<file path="src/rtl/pqr5_core_pkg.sv">
// Shared PQR5 core definitions: branch funct3 encodings, link registers, RAS operations.
package pqr5_core_pkg;

    localparam logic [2:0] F3_BEQ  = 3'b000;
    localparam logic [2:0] F3_BNE  = 3'b001;
    localparam logic [2:0] F3_BLT  = 3'b100;
    localparam logic [2:0] F3_BGE  = 3'b101;
    localparam logic [2:0] F3_BLTU = 3'b110;
    localparam logic [2:0] F3_BGEU = 3'b111;

    localparam logic [4:0] LINK_X1 = 5'd1;
    localparam logic [4:0] LINK_X5 = 5'd5;

    typedef enum logic [1:0] {
        RAS_NONE    = 2'd0,
        RAS_PUSH    = 2'd1,
        RAS_POP     = 2'd2,
        RAS_POPPUSH = 2'd3
    } ras_op_t;

    function automatic logic is_link(input logic [4:0] r);
        return (r == LINK_X1) || (r == LINK_X5);
    endfunction

endpackage

</file>
<file path="src/rtl/bu_ras.sv">
// Committed return-address stack: circular buffer whose pointer addresses the top entry.
module bu_ras
    import pqr5_core_pkg::*;
#(
    parameter int XLEN      = 32,
    parameter int RAS_DEPTH = 4
) (
    input  logic            clk,
    input  logic            aresetn,
    input  ras_op_t         i_op,
    input  logic [XLEN-1:0] i_data,
    output logic [XLEN-1:0] o_top,
    output logic            o_valid
);

    localparam int PW = $clog2(RAS_DEPTH);
    localparam int CW = $clog2(RAS_DEPTH + 1);
    localparam logic [CW-1:0] CNT_FULL = CW'(RAS_DEPTH);
    localparam logic [CW-1:0] CNT_ZERO = {CW{1'b0}};

    logic [XLEN-1:0] mem_r [RAS_DEPTH];
    logic [PW-1:0]   ptr_r;
    logic [PW-1:0]   ptr_nxt_s;
    logic [PW-1:0]   wr_idx_s;
    logic [CW-1:0]   cnt_r;
    logic [CW-1:0]   cnt_nxt_s;
    logic            wr_en_s;
    logic            do_push_s;

    // Next pointer/count; a pop-and-push on an empty stack degenerates to a push.
    always_comb begin
        ptr_nxt_s = ptr_r;
        cnt_nxt_s = cnt_r;
        wr_en_s   = 1'b0;
        wr_idx_s  = ptr_r;
        do_push_s = 1'b0;
        case (i_op)
            RAS_PUSH:    do_push_s = 1'b1;
            RAS_POP: begin
                if (cnt_r != CNT_ZERO) begin
                    ptr_nxt_s = ptr_r - 1'b1;
                    cnt_nxt_s = cnt_r - 1'b1;
                end else begin
                    ptr_nxt_s = ptr_r;
                end
            end
            RAS_POPPUSH: begin
                if (cnt_r == CNT_ZERO) begin
                    do_push_s = 1'b1;
                end else begin
                    wr_en_s = 1'b1;
                end
            end
            default:     do_push_s = 1'b0;
        endcase
        if (do_push_s) begin
            wr_en_s   = 1'b1;
            wr_idx_s  = ptr_r + 1'b1;
            ptr_nxt_s = ptr_r + 1'b1;
            cnt_nxt_s = (cnt_r == CNT_FULL) ? cnt_r : cnt_r + 1'b1;
        end else begin
            wr_idx_s = wr_idx_s;
        end
    end

    // Stack storage, pointer and occupancy.
    always_ff @(posedge clk or negedge aresetn) begin
        if (!aresetn) begin
            for (int i = 0; i < RAS_DEPTH; i++) begin
                mem_r[i] <= {XLEN{1'b0}};
            end
            ptr_r <= {PW{1'b0}};
            cnt_r <= CNT_ZERO;
        end else begin
            if (wr_en_s) begin
                mem_r[wr_idx_s] <= i_data;
            end
            ptr_r <= ptr_nxt_s;
            cnt_r <= cnt_nxt_s;
        end
    end

    assign o_top   = mem_r[ptr_r];
    assign o_valid = (cnt_r != CNT_ZERO);

endmodule

</file>
<file path="src/rtl/exu_branch_resolve_unit.sv">
// PQR5 EXU branch resolve unit: JAL/JALR/B-type resolution, flush, misalign and committed RAS.
// Optional performance counters are enabled with `define PQR5_BU_PERF_CNT_EN.
module exu_branch_resolve_unit
    import pqr5_core_pkg::*;
#(
    parameter int              XLEN      = 32,
    parameter logic [XLEN-1:0] PC_INIT   = {XLEN{1'b0}},
    parameter int              RAS_DEPTH = 4
) (
    input  logic            clk,
    input  logic            aresetn,
    input  logic            i_stall,
    input  logic            i_bubble,
    input  logic [XLEN-1:0] i_pc,
    input  logic [XLEN-1:0] i_pred_pc,
    input  logic            i_is_jal,
    input  logic            i_is_jalr,
    input  logic            i_is_branch,
    input  logic [2:0]      i_funct3,
    input  logic [4:0]      i_rd,
    input  logic [4:0]      i_rs1,
    input  logic [19:0]     i_immJ,
    input  logic [11:0]     i_immI,
    input  logic [11:0]     i_immB,
    input  logic [XLEN-1:0] i_op0,
    input  logic [XLEN-1:0] i_op1,
    output logic [XLEN-1:0] o_nxt_instr_pc,
    output logic            o_bubble,
    output logic            o_branch_taken,
    output logic [XLEN-1:0] o_branch_pc,
    output logic            o_flush,
    output logic            o_misalign,
    output logic [XLEN-1:0] o_ras_top,
    output logic            o_ras_valid
`ifdef PQR5_BU_PERF_CNT_EN
    ,
    output logic [31:0]     o_perf_ctl_cnt,
    output logic [31:0]     o_perf_flush_cnt
`endif
);

    localparam logic [XLEN-1:0] FOUR = XLEN'(32'd4);

    logic            valid_s;
    logic [XLEN-1:0] pc4_s;
    logic [XLEN-1:0] jal_tgt_s;
    logic [XLEN-1:0] jalr_tgt_s;
    logic [XLEN-1:0] br_tgt_s;
    logic [XLEN-1:0] nxt_pc_s;
    logic            br_legal_s;
    logic            br_cond_s;
    logic            ctl_s;
    logic            dir_s;
    logic            misalign_s;
    logic            flush_s;
    logic            link_ok_s;
    logic            push_s;
    logic            pop_s;
    ras_op_t         ras_op_s;
    logic [XLEN-1:0] ras_top_s;
    logic            ras_valid_s;

    assign valid_s    = !i_bubble && !i_stall;
    assign pc4_s      = i_pc + FOUR;
    assign jal_tgt_s  = i_pc + {{(XLEN-21){i_immJ[19]}}, i_immJ, 1'b0};
    assign jalr_tgt_s = (i_op0 + {{(XLEN-12){i_immI[11]}}, i_immI}) & ~{{(XLEN-1){1'b0}}, 1'b1};
    assign br_tgt_s   = i_pc + {{(XLEN-13){i_immB[11]}}, i_immB, 1'b0};

    // Branch condition; unknown funct3 is not treated as a control transfer.
    always_comb begin
        br_legal_s = 1'b1;
        br_cond_s  = 1'b0;
        case (i_funct3)
            F3_BEQ:  br_cond_s = (i_op0 == i_op1);
            F3_BNE:  br_cond_s = (i_op0 != i_op1);
            F3_BLT:  br_cond_s = ($signed(i_op0) <  $signed(i_op1));
            F3_BGE:  br_cond_s = ($signed(i_op0) >= $signed(i_op1));
            F3_BLTU: br_cond_s = (i_op0 <  i_op1);
            F3_BGEU: br_cond_s = (i_op0 >= i_op1);
            default: br_legal_s = 1'b0;
        endcase
    end

    // Resolved next PC and direction; bubbles and non-control slots fall through to PC+4.
    always_comb begin
        ctl_s    = 1'b0;
        dir_s    = 1'b0;
        nxt_pc_s = pc4_s;
        if (valid_s && i_is_jal) begin
            ctl_s    = 1'b1;
            dir_s    = 1'b1;
            nxt_pc_s = jal_tgt_s;
        end else if (valid_s && i_is_jalr) begin
            ctl_s    = 1'b1;
            dir_s    = 1'b1;
            nxt_pc_s = jalr_tgt_s;
        end else if (valid_s && i_is_branch && br_legal_s) begin
            ctl_s    = 1'b1;
            dir_s    = br_cond_s;
            nxt_pc_s = br_cond_s ? br_tgt_s : pc4_s;
        end else begin
            nxt_pc_s = pc4_s;
        end
    end

    assign misalign_s = ctl_s && nxt_pc_s[1];
    assign flush_s    = ctl_s && (misalign_s || (nxt_pc_s != i_pred_pc));

    assign link_ok_s = ctl_s && (i_is_jal || i_is_jalr) && !misalign_s;
    assign push_s    = link_ok_s && is_link(i_rd);
    assign pop_s     = link_ok_s && i_is_jalr && is_link(i_rs1)
                       && !(is_link(i_rd) && (i_rd == i_rs1));

    // RAS operation encoding.
    always_comb begin
        ras_op_s = RAS_NONE;
        if (push_s && pop_s) begin
            ras_op_s = RAS_POPPUSH;
        end else if (push_s) begin
            ras_op_s = RAS_PUSH;
        end else if (pop_s) begin
            ras_op_s = RAS_POP;
        end else begin
            ras_op_s = RAS_NONE;
        end
    end

    bu_ras #(
        .XLEN      (XLEN),
        .RAS_DEPTH (RAS_DEPTH)
    ) u_ras (
        .clk     (clk),
        .aresetn (aresetn),
        .i_op    (ras_op_s),
        .i_data  (pc4_s),
        .o_top   (ras_top_s),
        .o_valid (ras_valid_s)
    );

    assign o_ras_valid = ras_valid_s;
    assign o_ras_top   = ras_valid_s ? ras_top_s : PC_INIT;

    // Result registers; a stall holds every output.
    always_ff @(posedge clk or negedge aresetn) begin
        if (!aresetn) begin
            o_nxt_instr_pc <= PC_INIT;
            o_branch_pc    <= PC_INIT;
            o_bubble       <= 1'b1;
            o_branch_taken <= 1'b0;
            o_flush        <= 1'b0;
            o_misalign     <= 1'b0;
        end else if (!i_stall) begin
            o_nxt_instr_pc <= pc4_s;
            o_branch_pc    <= nxt_pc_s;
            o_bubble       <= !link_ok_s;
            o_branch_taken <= dir_s && !misalign_s;
            o_flush        <= flush_s;
            o_misalign     <= misalign_s;
        end
    end

`ifdef PQR5_BU_PERF_CNT_EN
    // Event counters, wrapping at 2^32.
    always_ff @(posedge clk or negedge aresetn) begin
        if (!aresetn) begin
            o_perf_ctl_cnt   <= 32'd0;
            o_perf_flush_cnt <= 32'd0;
        end else begin
            o_perf_ctl_cnt   <= o_perf_ctl_cnt   + {31'd0, ctl_s};
            o_perf_flush_cnt <= o_perf_flush_cnt + {31'd0, flush_s};
        end
    end
`else
    // Counters compiled out.
`endif

endmodule

</file>
<file path="config.mk">
export PLATFORM = sky130hd
export DESIGN_NAME = exu_branch_resolve_unit
export DESIGN_NICKNAME = d
export VERILOG_FILES = /design/src/rtl/pqr5_core_pkg.sv /design/src/rtl/bu_ras.sv /design/src/rtl/exu_branch_resolve_unit.sv
export SDC_FILE = /design/constraint.sdc
export NUM_CORES = 1
export LEC_CHECK = 0
export ABC_CLOCK_PERIOD_IN_PS = 7000
export BUFFER_PORTS_ARGS = -buffer_cell sky130_fd_sc_hd__buf_2
export CAP_MARGIN = 20
export CORE_MARGIN = 10
export CORE_UTILIZATION = 60
export DETAILED_ROUTE_END_ITERATION = 16
export GPL_TIMING_DRIVEN = 1
export HOLD_SLACK_MARGIN = 0.02
export PLACE_DENSITY = 0.85
export SLEW_MARGIN = 25
export SYNTH_ARGS = -nofsm -noshare
export SYNTH_HDL_FRONTEND = slang
export SYNTH_SLANG_ARGS = --single-unit
</file>
<file path="constraint.sdc">
create_clock -name clk -period 7 [get_ports clk]
set_input_delay 0 -clock clk [delete_from_list [all_inputs] [get_ports clk]]
set_output_delay 0 -clock clk [all_outputs]
set_load 0.005 [all_outputs]
</file>
After elaboration in Yosys (flattened, before gate mapping)
Cells that the tools add are included.

operators by class
  mux-type cells = 35
  reduce and logical (&&, ||, !) cells = 34
  equality and inequality tests = 18
  bitwise logic cells = 2
  add/subtract/negate cells = 8
  order comparisons = 7

operators by type and width
  kind                   count
  $mux 32                8
  $bwmux 128             1
  $add 32x32->32         3
  $bmux 32 s2            1
  $demux 32 s2           1
  $ge 32x32->1           2
  $lt 32x32->1           2
  $ne 32x32->1           2
  $add 32x3->32 const B  1
  $eq 32x32->1           1
  $logic_and 1x1->1      17
  $eq 3x3->1 const B     5
  $mux 2                 7
  $mux 3                 4
  $mux 1                 11
  $eq 5x1->1 const B     2
  $eq 5x3->1 const B     2
  $ge 3x3->1 const B     2
  $logic_not 3->1        2
  $not 2->3              2
  $pmux 1 s6             1
  $reduce_or 6->1        1
  $eq 5x5->1             1
  $logic_not 1->1        5
  15 further kinds       20

word-level totals
  output and inout bits = 101
  word-level logic and storage cells = 116
  register bits = 201
  bits of input ports = 192

Longest topological paths before layout
Gate-level depths: netlist of the first run.

  depth after elaboration = 25
  mapped depth = 17

Modules after synthesis
A second synthesis of the first run with hierarchy kept.

unflattened totals
  cells, all modules = 1978
  area, all modules = 18365.1 µm²

modules (own cells, without submodules)
  module                   sequential area each (µm²)  instances  cells an instance  area each (µm²)
  exu_branch_resolve_unit  1702.9                      1          1359               10647.7
  bu_ras                   3328.2                      1          619                7717.4

Worst setup path before layout of the first run
Ideal clock, no wire load.

  kind = input-to-reg
  start = input i_pc[1]
  end = register o_flush
  setup slack = 3.521 ns
  stages on the path = 16
  library setup time = 0.133 ns
  arrival = 3.345 ns
  path through = ha_1 -> fa_1 -> a211oi_1 -> o21bai_1 -> o22ai_1 -> o21bai_1 -> a22oi_1 -> nor2_1 -> or4_1 -> and3_1 -> mux2_2 -> o21ai_0 -> nor2_1 -> mux2_2 -> nor3_2 -> a31oi_1

on the way
  cells in the longest elaborated chain, start to end = 8
  elaborated cells between the ends (all ways) = 11

ends and longest elaborated chain
  element                                                   RTL line                                                        text
  start, declared                                           exu_branch_resolve_unit.sv:14                                   input logic [XLEN-1:0] i_pc,
  $add 32x3->32 / $add 32x32->32 (equally long branches)    exu_branch_resolve_unit.sv:64, exu_branch_resolve_unit.sv:67
  $mux 32                                                   exu_branch_resolve_unit.sv:100                                  nxt_pc_s = br_cond_s ? br_tgt_s : pc4_s;
  $mux 32                                                   exu_branch_resolve_unit.sv:97                                   end else if (valid_s && i_is_branch && br_legal_s) begin
  $mux 32                                                   exu_branch_resolve_unit.sv:93                                   end else if (valid_s && i_is_jalr) begin
  $mux 32 *                                                 exu_branch_resolve_unit.sv:89                                   if (valid_s && i_is_jal) begin
  $ne 32x32->1 / $logic_and 1x1->1 (equally long branches)  exu_branch_resolve_unit.sv:107, exu_branch_resolve_unit.sv:106
  $logic_or 1x1->1 *                                        exu_branch_resolve_unit.sv:107                                  assign flush_s = ctl_s && (misalign_s || (nxt_pc_s != i_pred_pc));
  $logic_and 1x1->1 *                                       exu_branch_resolve_unit.sv:107
  end signal, assigned                                      exu_branch_resolve_unit.sv:157                                  o_flush <= flush_s;
  end, declared                                             exu_branch_resolve_unit.sv:31                                   output logic o_flush,

Every way passes the cells marked *; elsewhere a longest branch is shown, timed or not.
A chain may end at the register's enable or synchronous reset.

Worst setup path after layout of the first run
Same ends and word-level chain as after synthesis.

==> results by group, run 1 <==
Clock network
  – H-tree levels: 1
  – CTS Buffer Depth: 3
  – Number of buffers created by CTS: 21
  – Worst-Skew Late Latency: approximately 500 ps
  – CTS clock-pin slew for the worst setup and hold paths: about 70 ps
  – Clk root buf: clkbuf_16
  – Clk sinks: ~200
  – CTS tree: done
  – Post-CTS sizing: 0
  – Post-CTS Setup Repair Bufs: 0

GRT
  – Largest net degree at the start of global routing: 119
  – Tot GR Track Use: 0.319
  – Total grt overflow: 0
  – Initial antenna violation count: 16
  – GRT busiest layer: met2
  – First-pass GRT wire length: 86.2 mm
  – Global-route track usage on met2: 0.523
  – Number of global-route vias before repair: 15.9k
  – Met3 Use GR: 0.0812
  – M1 GR Usage: 0.386

Drt
  – Routed Antenna Nets: 0
  – Wire per inst: 22.5 um
  – Via density: 6.50
  – Via count: 16.1k
  – WL final: about 56 mm
  – Drt drc: 0
  – Starting DRT DRC Count: 1742
  – TritonRoute pass-1 iters: 6

Placed design
  – Routability cong.: between 1 and 1.5
  – DP Wirelength: 42.8 mm
  – IO Port Bufs: 292
  – Pre-CTS setup slack: between 2000 and 2500 ps
  – Placed insts: around 2.4k

STA
  – Max_slew headroom: 0.348
  – Final setup TNS: 0 ps
  – Peak Freq: 0.194 GHz
  – Tmin final: approximately 5000 ps
  – Slew Viols, Final: 0
  – Final Hold Fails: 0
  – RSZ-0062 raised after global routing: no
  – Final Worst Setup Slack: around 1900 ps
  – Worst-margin pin slew: between 900 and 1000 ps
  – Final period utilization: 0.735
  – Setup violators final: 0
  – Worst Skew: 8.00 ps

Logic synthesis
  – Syn nets: 2179
  – Yosys cell types: 93
  – Yosys top cell by area: dfrtp_1
  – Post-synthesis cell count: between 1.5k and 2k
  – Post-synthesis sequential area ratio: 0.314
  – Number of synthesized flops with an enable pin: 0
  – Syn Area/Cell: 8.62 um2
  – Synth top area share: 0.312
  – FFs w/ async S/R, synth: 1.00
  – Main synth FF type: dfrtp_1
  – FF+latch count, synth: 201
  – Top cells by area, synth: dfrtp_1, ha_1, a21oi_1
  – Synthesized area: ~16000 um2
  – YS warnings: 0

Power and ir drop
  – VDD IR max: 0.000153 V
  – Pwr Density: around 200 nW/um2
  – Design Power: 0.00366 W
  – Leak pwr: 8.82 nW

Floorplanning
  – Die area: 33700 um2
  – Die Ht: 183 um
  – Rows: 59
  – Die width: 183 um
  – Initial Utilization: 0.612
  – Top Ports: 293
  – CORE AREA: roughly 26000 um2

Final layout
  – Area growth syn-to-layout: 16.1%
  – Fill cells: 2039
  – Proportion of layout cells with a drive suffix above 1: 0.204
  – Final Net Count: 2439
  – Cell Count, Final, Fillers Out: about 2.5k
  – Post-layout util: 0.710

Critical path
  – CP cell instances: dlygate4sd3_1, buf_2, ha_1, fa_1, a21oi_1, o211ai_1, o21ai_0, o21ba_2, mux2i_1, o221ai_1, a211oi_1, and4b_1, nand4_1, a2111o_1, nor4_1, nand4_1, nor3_2, a31oi_1, dlygate4sd3_1
  – R2R Setup Slk: 3110 ps
  – Setup crit end kind: register
  – Reg-to-Reg Start: u_ras.cnt_r[0]
  – CP max stage cell: dlygate4sd3_1
  – CP max FO: 9
  – Worst EP required: 7380 ps
  – CP peak stage delay: 570 ps
  – Data arrival, critical path: 5530 ps
  – Worst R2R End: u_ras.mem_r[3]
  – Worst r2r path cells: 8
  – CP Launch Type: primary input
  – Critical path class: primary input to register

Job
  – Max cap viols: 0

Run status
  – Outcome: finished, final reports clean

Worst hold path
  – Min-delay worst type: primary input to async pin
-- cells by family after synthesis --
group | count (synthesis) | share of synthesized area
simple gates | 608 | 0.180
compound gates | 582 | 0.228
flops | 201 | 0.314
buf+inv | 142 | 0.0354
xor+xnor | 132 | 0.0721
fa+ha+maj | 127 | 0.101
mux | 68 | 0.0700
-- state kept, by name (all words and copies together), names as in the netlist --
register and flops:
o_branch_pc 32, o_branch_taken 1, o_bubble 1, o_flush 1, o_misalign 1, o_nxt_instr_pc 32, u_ras.cnt_r 3, u_ras.mem_r 128
u_ras.ptr_r 2
-- per-layer routing --
layer | vias up | part of all wire
li1 | 7350 | -
met1 | 7704 | 0.38
met2 | 883 | 0.46
met3 | 176 | 0.10
met4 | 8 | 0.051
met5 | - | 0.00075
-- where the power goes --
part           leakage, nW  internal [W]  switching [W]
Combinational         5.85      0.000464       0.000677
Clock                0.357      0.000727       0.000475
Sequential            2.61       0.00125      0.0000602
Total                 8.82       0.00244        0.00121
-- worst max-delay path, delay by kind of cell --
family,cells,cell delay [ps]
AND/OR/NAND/NOR,5,1170
adder cells (fa/ha/maj),2,740
multiplexers,1,420
buffers and inverters,3,1320
AO/OA/AOI/OAI,8,1860
-- timing repair --
action	in CTS	in global routing
hold buffers	9	0
setup endpoints to repair	0	0
endpoints found under the hold margin	138	0
-- cells in the final DEF (no fill, tap or decap), types with 9 or more instances in the layout --
cell,count
a211oi_1,26
a21o_1,44
a21oi_1,184
a31oi_1,17
and2_1,45
and3_1,20
buf_2,291
buf_4,14
clkbuf_16,21
dfrtp_1,199
diode_2,12
dlygate4sd3_1,9
ha_1,123
inv_1,61
mux2_2,26
mux4_2,32
nand2_1,188
nand2b_1,20
nand3_1,44
nand4_1,29
nor2_1,175
nor3_1,30
nor4_1,10
o211ai_1,14
o21a_1,13
o21ai_0,157
o31ai_1,17
xnor2_1,64
xor2_1,68
-- cells in the mapped netlist, types with 7 or more instances --
cell type and count:
ha_1 123, o31ai_1 17, o211ai_1 14, and2_1 45, inv_1 61, nand2_1 188, a211oi_1 26, clkbuf_1 58
a31oi_1 17, nand2b_1 20, buf_1 14, xor2_1 68, mux2i_1 8, a22oi_1 7, nor4_1 10, o21ai_0 157
nor3_1 31, a21oi_1 184, o21a_1 13, o22ai_1 7, or3_1 7, a2111oi_0 8, nand3_1 44, dfrtp_1 200
mux2_2 26, nor2_1 176, mux4_2 32, xnor2_1 64, a21o_1 44, and4_1 7, o21bai_1 8, and3_1 20
nand4_1 29
-- stage by stage --
step / hold WS, ps / cell area, um2
detailed placement: 223 / 17700
finish: 31.7 / 18600
global route: 44.7 / 18600
floorplan: -296 / 16000
CTS: 24.6 / 18600
global placement: 221 / 17700
-- how the worst max path moves through the flow --
stage / startpoint / endpoint / slack [ps] / cells after the start
floorplan: i_pc[1] / o_flush / 3520 / 16
global placement: i_op0[31] / o_flush / 2580 / 16
detailed placement: i_op1[31] / o_flush / 2490 / 17
CTS: i_pc[1] / o_flush / 1980 / 19
global route: i_pc[1] / o_flush / 1640 / 19
finish: i_pc[1] / o_flush / 1850 / 19
-- layout make-up --
| type | count | area (um2) | area share |
|---|---|---|---|
| Antenna cell | 12 | 30.0 | 0.00161 |
| Timing Repair Buffer | 317 | 1700 | 0.0915 |
| Multi-Input combinational cell | 1517 | 10500 | 0.562 |
| Clock buffer | 31 | 623 | 0.0335 |
| Inverter | 62 | 233 | 0.0125 |
| Tap cell | 335 | 419 | 0.0225 |
| Clock inverter | 6 | 111 | 0.00598 |
| Sequential cell | 201 | 5030 | 0.270 |
Note: power is estimated with default switching activity, not from simulation.
==> run 2: changes to the inputs <==
--- a/config.mk
+++ b/config.mk
@@ -5,15 +5,16 @@
 export SDC_FILE = /design/constraint.sdc
 export NUM_CORES = 1
 export LEC_CHECK = 0
-export ABC_CLOCK_PERIOD_IN_PS = 7000
+export ABC_AREA = 1
+export ABC_CLOCK_PERIOD_IN_PS = 5000
 export BUFFER_PORTS_ARGS = -buffer_cell sky130_fd_sc_hd__buf_2
 export CAP_MARGIN = 20
 export CORE_MARGIN = 10
-export CORE_UTILIZATION = 60
+export CORE_UTILIZATION = 58
 export DETAILED_ROUTE_END_ITERATION = 16
 export GPL_TIMING_DRIVEN = 1
 export HOLD_SLACK_MARGIN = 0.02
-export PLACE_DENSITY = 0.85
+export PLACE_DENSITY = 0.82
 export SLEW_MARGIN = 25
 export SYNTH_ARGS = -nofsm -noshare
 export SYNTH_HDL_FRONTEND = slang
==> constraint.sdc (replaced) <==
create_clock -name clk -period 5 [get_ports clk]
set_input_delay 0 -clock clk [delete_from_list [all_inputs] [get_ports clk]]
set_output_delay 0 -clock clk [all_outputs]
set_load 0.005 [all_outputs]
==> run 2 against run 1 <==
Global-route usage grew 3.3 points. Final cell count rose by 31%. Hold slack got worse by 15 ps. Synthesized cell count rose by 38%. Combinational power up 86%. Largest cell class unchanged.
==> results by group, run 2 <==
Run status
  – Outcome: finished, final reports clean

Clock network
  – Number of buffers created by CTS: 24 (+14%)
  – Worst-Skew Late Latency: 550 ps (+50 ps)
  – H-tree levels: 1 (unchanged)
  – Clk sinks: 201 (unchanged)
  – Clk root buf: clkbuf_16
  – CTS Buffer Depth: 3 (unchanged)
  – CTS tree: done
  – CTS clock-pin slew for the worst setup and hold paths: 60 ps (about the same)

Drt
  – TritonRoute pass-1 iters: 8 (+2)
  – Drt drc: 0 (unchanged)
  – Via density: 6.05 (-7.0%)
  – Via count: 19.6k (+22%)
  – Routed Antenna Nets: 0 (unchanged)
  – Starting DRT DRC Count: 2343 (+35%)
  – WL final: 66.7 mm (+20%)
  – Wire per inst: 20.6 um (-8.6%)

Power and ir drop
  – Pwr Density: 295 nW/um2 (+50%)
  – Leak pwr: 10.8 nW (+22%)
  – Clk pwr share: 0.313 (-0.016)
  – Share of power burned in registers: 0.324 (-0.035)
  – Sw Share: 0.394 (+0.0628)
  – Psw: 0.00230 W (+90%)
  – Internal: 0.00353 W (+45%)
  – Logic gate share of total power: 0.363 (+0.051)
  – VDD IR max: 0.000222 V (+45%)

Logic synthesis
  – Synthesized area: 17000 um2 (+6.0%)
  – Yosys top cell by area: dfrtp_1
  – FFs w/ async S/R, synth: 1.00 (unchanged)
  – Yosys cell types: 43 (-54%)
  – Post-synthesis sequential area ratio: 0.296 (-0.0177)
  – Syn nets: 2891 (+33%)
  – Synth top area share: 0.295 (-0.0176)
  – Dominant cell by count in the synthesized netlist: nand2_1
  – Main synth FF type: dfrtp_1
  – YS warnings: 0 (unchanged)
  – Top cells by area, synth: dfrtp_1, nand2_1, ha_1
  – Number of synthesized flops with an enable pin: 0 (unchanged)
  – Post-synthesis cell count: 2572 (+38%)
  – Commonest cells in the netlist: nand2_1, inv_1, dfrtp_1, nand3_1, nor2_1
  – Syn Area/Cell: 6.60 um2 (-23%)
  – FF+latch count, synth: 201 (unchanged)

Critical path
  – CP max FO: 7 (-2)
  – Worst EP required: 5440 ps (-1940 ps)
  – Critical path class: primary input to register
  – CP Launch Type: primary input
  – Setup crit end kind: register
  – Reg-to-Reg Start: u_ras.cnt_r[0]
  – Data arrival, critical path: 4480 ps (-1050 ps)
  – Crit path from: i_pc[1]

Floorplanning
  – Die area: 36500 um2 (+8.5%)
  – Die Ht: 191 um (+4.2%)
  – Die width: 191 um (+4.2%)
  – Rows: 62 (+5.1%)
  – Initial Utilization: 0.590 (-0.0215)
  – CORE AREA: 28800 um2 (+9.8%)
  – Top Ports: 293 (unchanged)

Worst hold path
  – HP Start: i_pc[29]
  – Min-delay worst type: primary input to register

STA
  – Setup violators final: 0 (unchanged)
  – RSZ-0062 raised after global routing: no
  – Peak Freq: 0.248 GHz
  – Worst-margin pin slew: 967 ps (-8.85 ps)
  – Worst Skew: 40.1 ps (+32.1 ps)
  – Slew Viols, Final: 0 (unchanged)
  – Max_slew headroom: 0.356 (+0.00748)
  – Tmin final: a little over 4000 ps
  – Final Hold Fails: 0 (unchanged)
  – Hold_ws: 17.1 ps (-14.5 ps)
  – Final setup TNS: 0 ps (unchanged)
  – Final period utilization: 0.808

Final layout
  – Leading cell type in the layout, fill and taps excluded: nand2_1
  – Fill cells: 2535 (+24%)
  – Reg with most FFs: u_ras.mem_r
  – Proportion of layout cells with a drive suffix above 1: 0.139 (-0.0650)
  – Max reg flops: 128 (unchanged)
  – Largest registers: u_ras.mem_r: 128 flops, o_branch_pc: 32 flops, o_nxt_instr_pc: 32 flops
  – Most frequent cells in the layout: nand2_1, buf_2, inv_1, dfrtp_1, nand3_1
  – Final Net Count: 3161 (+30%)
  – Area growth syn-to-layout: 16.4%

Job
  – Max cap viols: 0 (unchanged)

GRT
  – Tot GR Track Use: 0.351 (+0.0328)
  – Total grt overflow: 0 (unchanged)
  – First-pass GRT wire length: 103 mm (+19%)
  – Number of global-route vias before repair: 19.0k (+20%)
  – Largest net degree at the start of global routing: 103 (-13%)
  – Initial antenna violation count: 2 (-14)

Placed design
  – DP Wirelength: 51.7 mm (+21%)
  – Routability cong.: 0.990 (-7.5%)
  – IO Port Bufs: 292 (unchanged)
run 2: changes by cell type after synthesis, sizes merged, moves of 28 or more:
cell | previous run | this run
a21oi | 185 | 132
o21ai | 160 | 132
mux4 | 32 | 0
and2 | 45 | 0
xnor2 | 64 | 36
nand3 | 44 | 198
nand4 | 31 | 92
inv | 62 | 245
a21o | 44 | 14
nand2 | 189 | 904
a31oi | 17 | 49
run 2: cell families after synthesis:
kind of cell | share of synthesized area
simple gates | 0.359
fa+ha+maj | 0.0953
xor+xnor | 0.0397
flops | 0.296
compound gates | 0.132
buf+inv | 0.0770
run 2: area by class of cell:
type,count,area (um2),share of cell area
antenna,1,2.50,0.000127
clock buffer,33,706,0.0357
clock inverter,10,119,0.00601
inverter,247,927,0.0469
multi-input combinational,2031,10700,0.539
sequential,201,5030,0.254
tap,384,480,0.0243
timing repair buffer,337,1850,0.0934
run 2: timing repair:
action                    4_1_cts  5_1_grt
hold endpoints to repair       99        0
hold buffers                   16        0
buffers inserted                0        0
gates resized for setup         0        0
run 2: routing by layer:
| metal | track usage | vias to the layer above | part of all wire |
|---|---|---|---|
| met2 | 0.595 | 1194 | 0.48 |
| met3 | 0.0661 | 223 | 0.11 |
| met1 | 0.432 | 9079 | 0.37 |
| met4 | 0.144 | 2 | 0.046 |
| met5 | 0 | - | 0.00010 |
| li1 | - | 9113 | - |
run 2: final timing paths:
path / to / cells after the start / slack (ps)
worst max-delay path: o_flush / 23 / 960
worst min-delay path: o_nxt_instr_pc[29] / 4 / 20
worst max register to register: u_ras.mem_r[35] / 13 / 1830
worst min register to register: u_ras.mem_r[120] / 2 / 470
max in group asynchronous: o_branch_pc[7] / 3 / 3590
min in group asynchronous: u_ras.mem_r[116] / 2 / 90
run 2: power groups by stage:
| stage | registers, W | clock network [W] | logic [W] |
|---|---|---|---|
| final | 0.00189 | 0.00182 | 0.00212 |
| after global routing | 0.00190 | 0.00189 | 0.00230 |
| after CTS | 0.00188 | 0.00181 | 0.00207 |
| after detailed placement | 0.00191 | 0 | 0.00204 |
| after global placement | 0.00190 | 0 | 0.00201 |
| after floorplan | 0.00189 | 0 | 0.00126 |
run 2: worst max-delay path: stages:
cell	delay [ps]
dlygate4sd3_1	530
buf_2	190
ha_1	330
fa_1	450
nand3_1	90
nand2_1	140
a21boi_0	440
o21ai_0	320
a21oi_1	390
xnor2_1	170
nand3_1	90
nand3_1	130
nand2_1	140
nand2_1	80
nand2_1	50
nand2_1	50
nand3_1	100
nor2_1	100
nand2_1	60
nor2_1	200
nand4_1	220
nand2_1	130
nand2_1	60
run 2: metrics by stage:
step / std cells / total power, W / cell area (um2) / util / setup slack [ps]
3_5_place_dp: 3184 / 0.00395 / 18800 / 0.653 / 946
6_report: 3244 / 0.00583 / 19800 / 0.687 / 961
3_3_place_gp: 3184 / 0.00391 / 18800 / 0.653 / 1110
2_1_floorplan: 2572 / 0.00315 / 17000 / - / 2060
4_1_cts: 3243 / 0.00576 / 19800 / 0.687 / 1140
5_1_grt: 3243 / 0.00609 / 19800 / 0.687 / 754
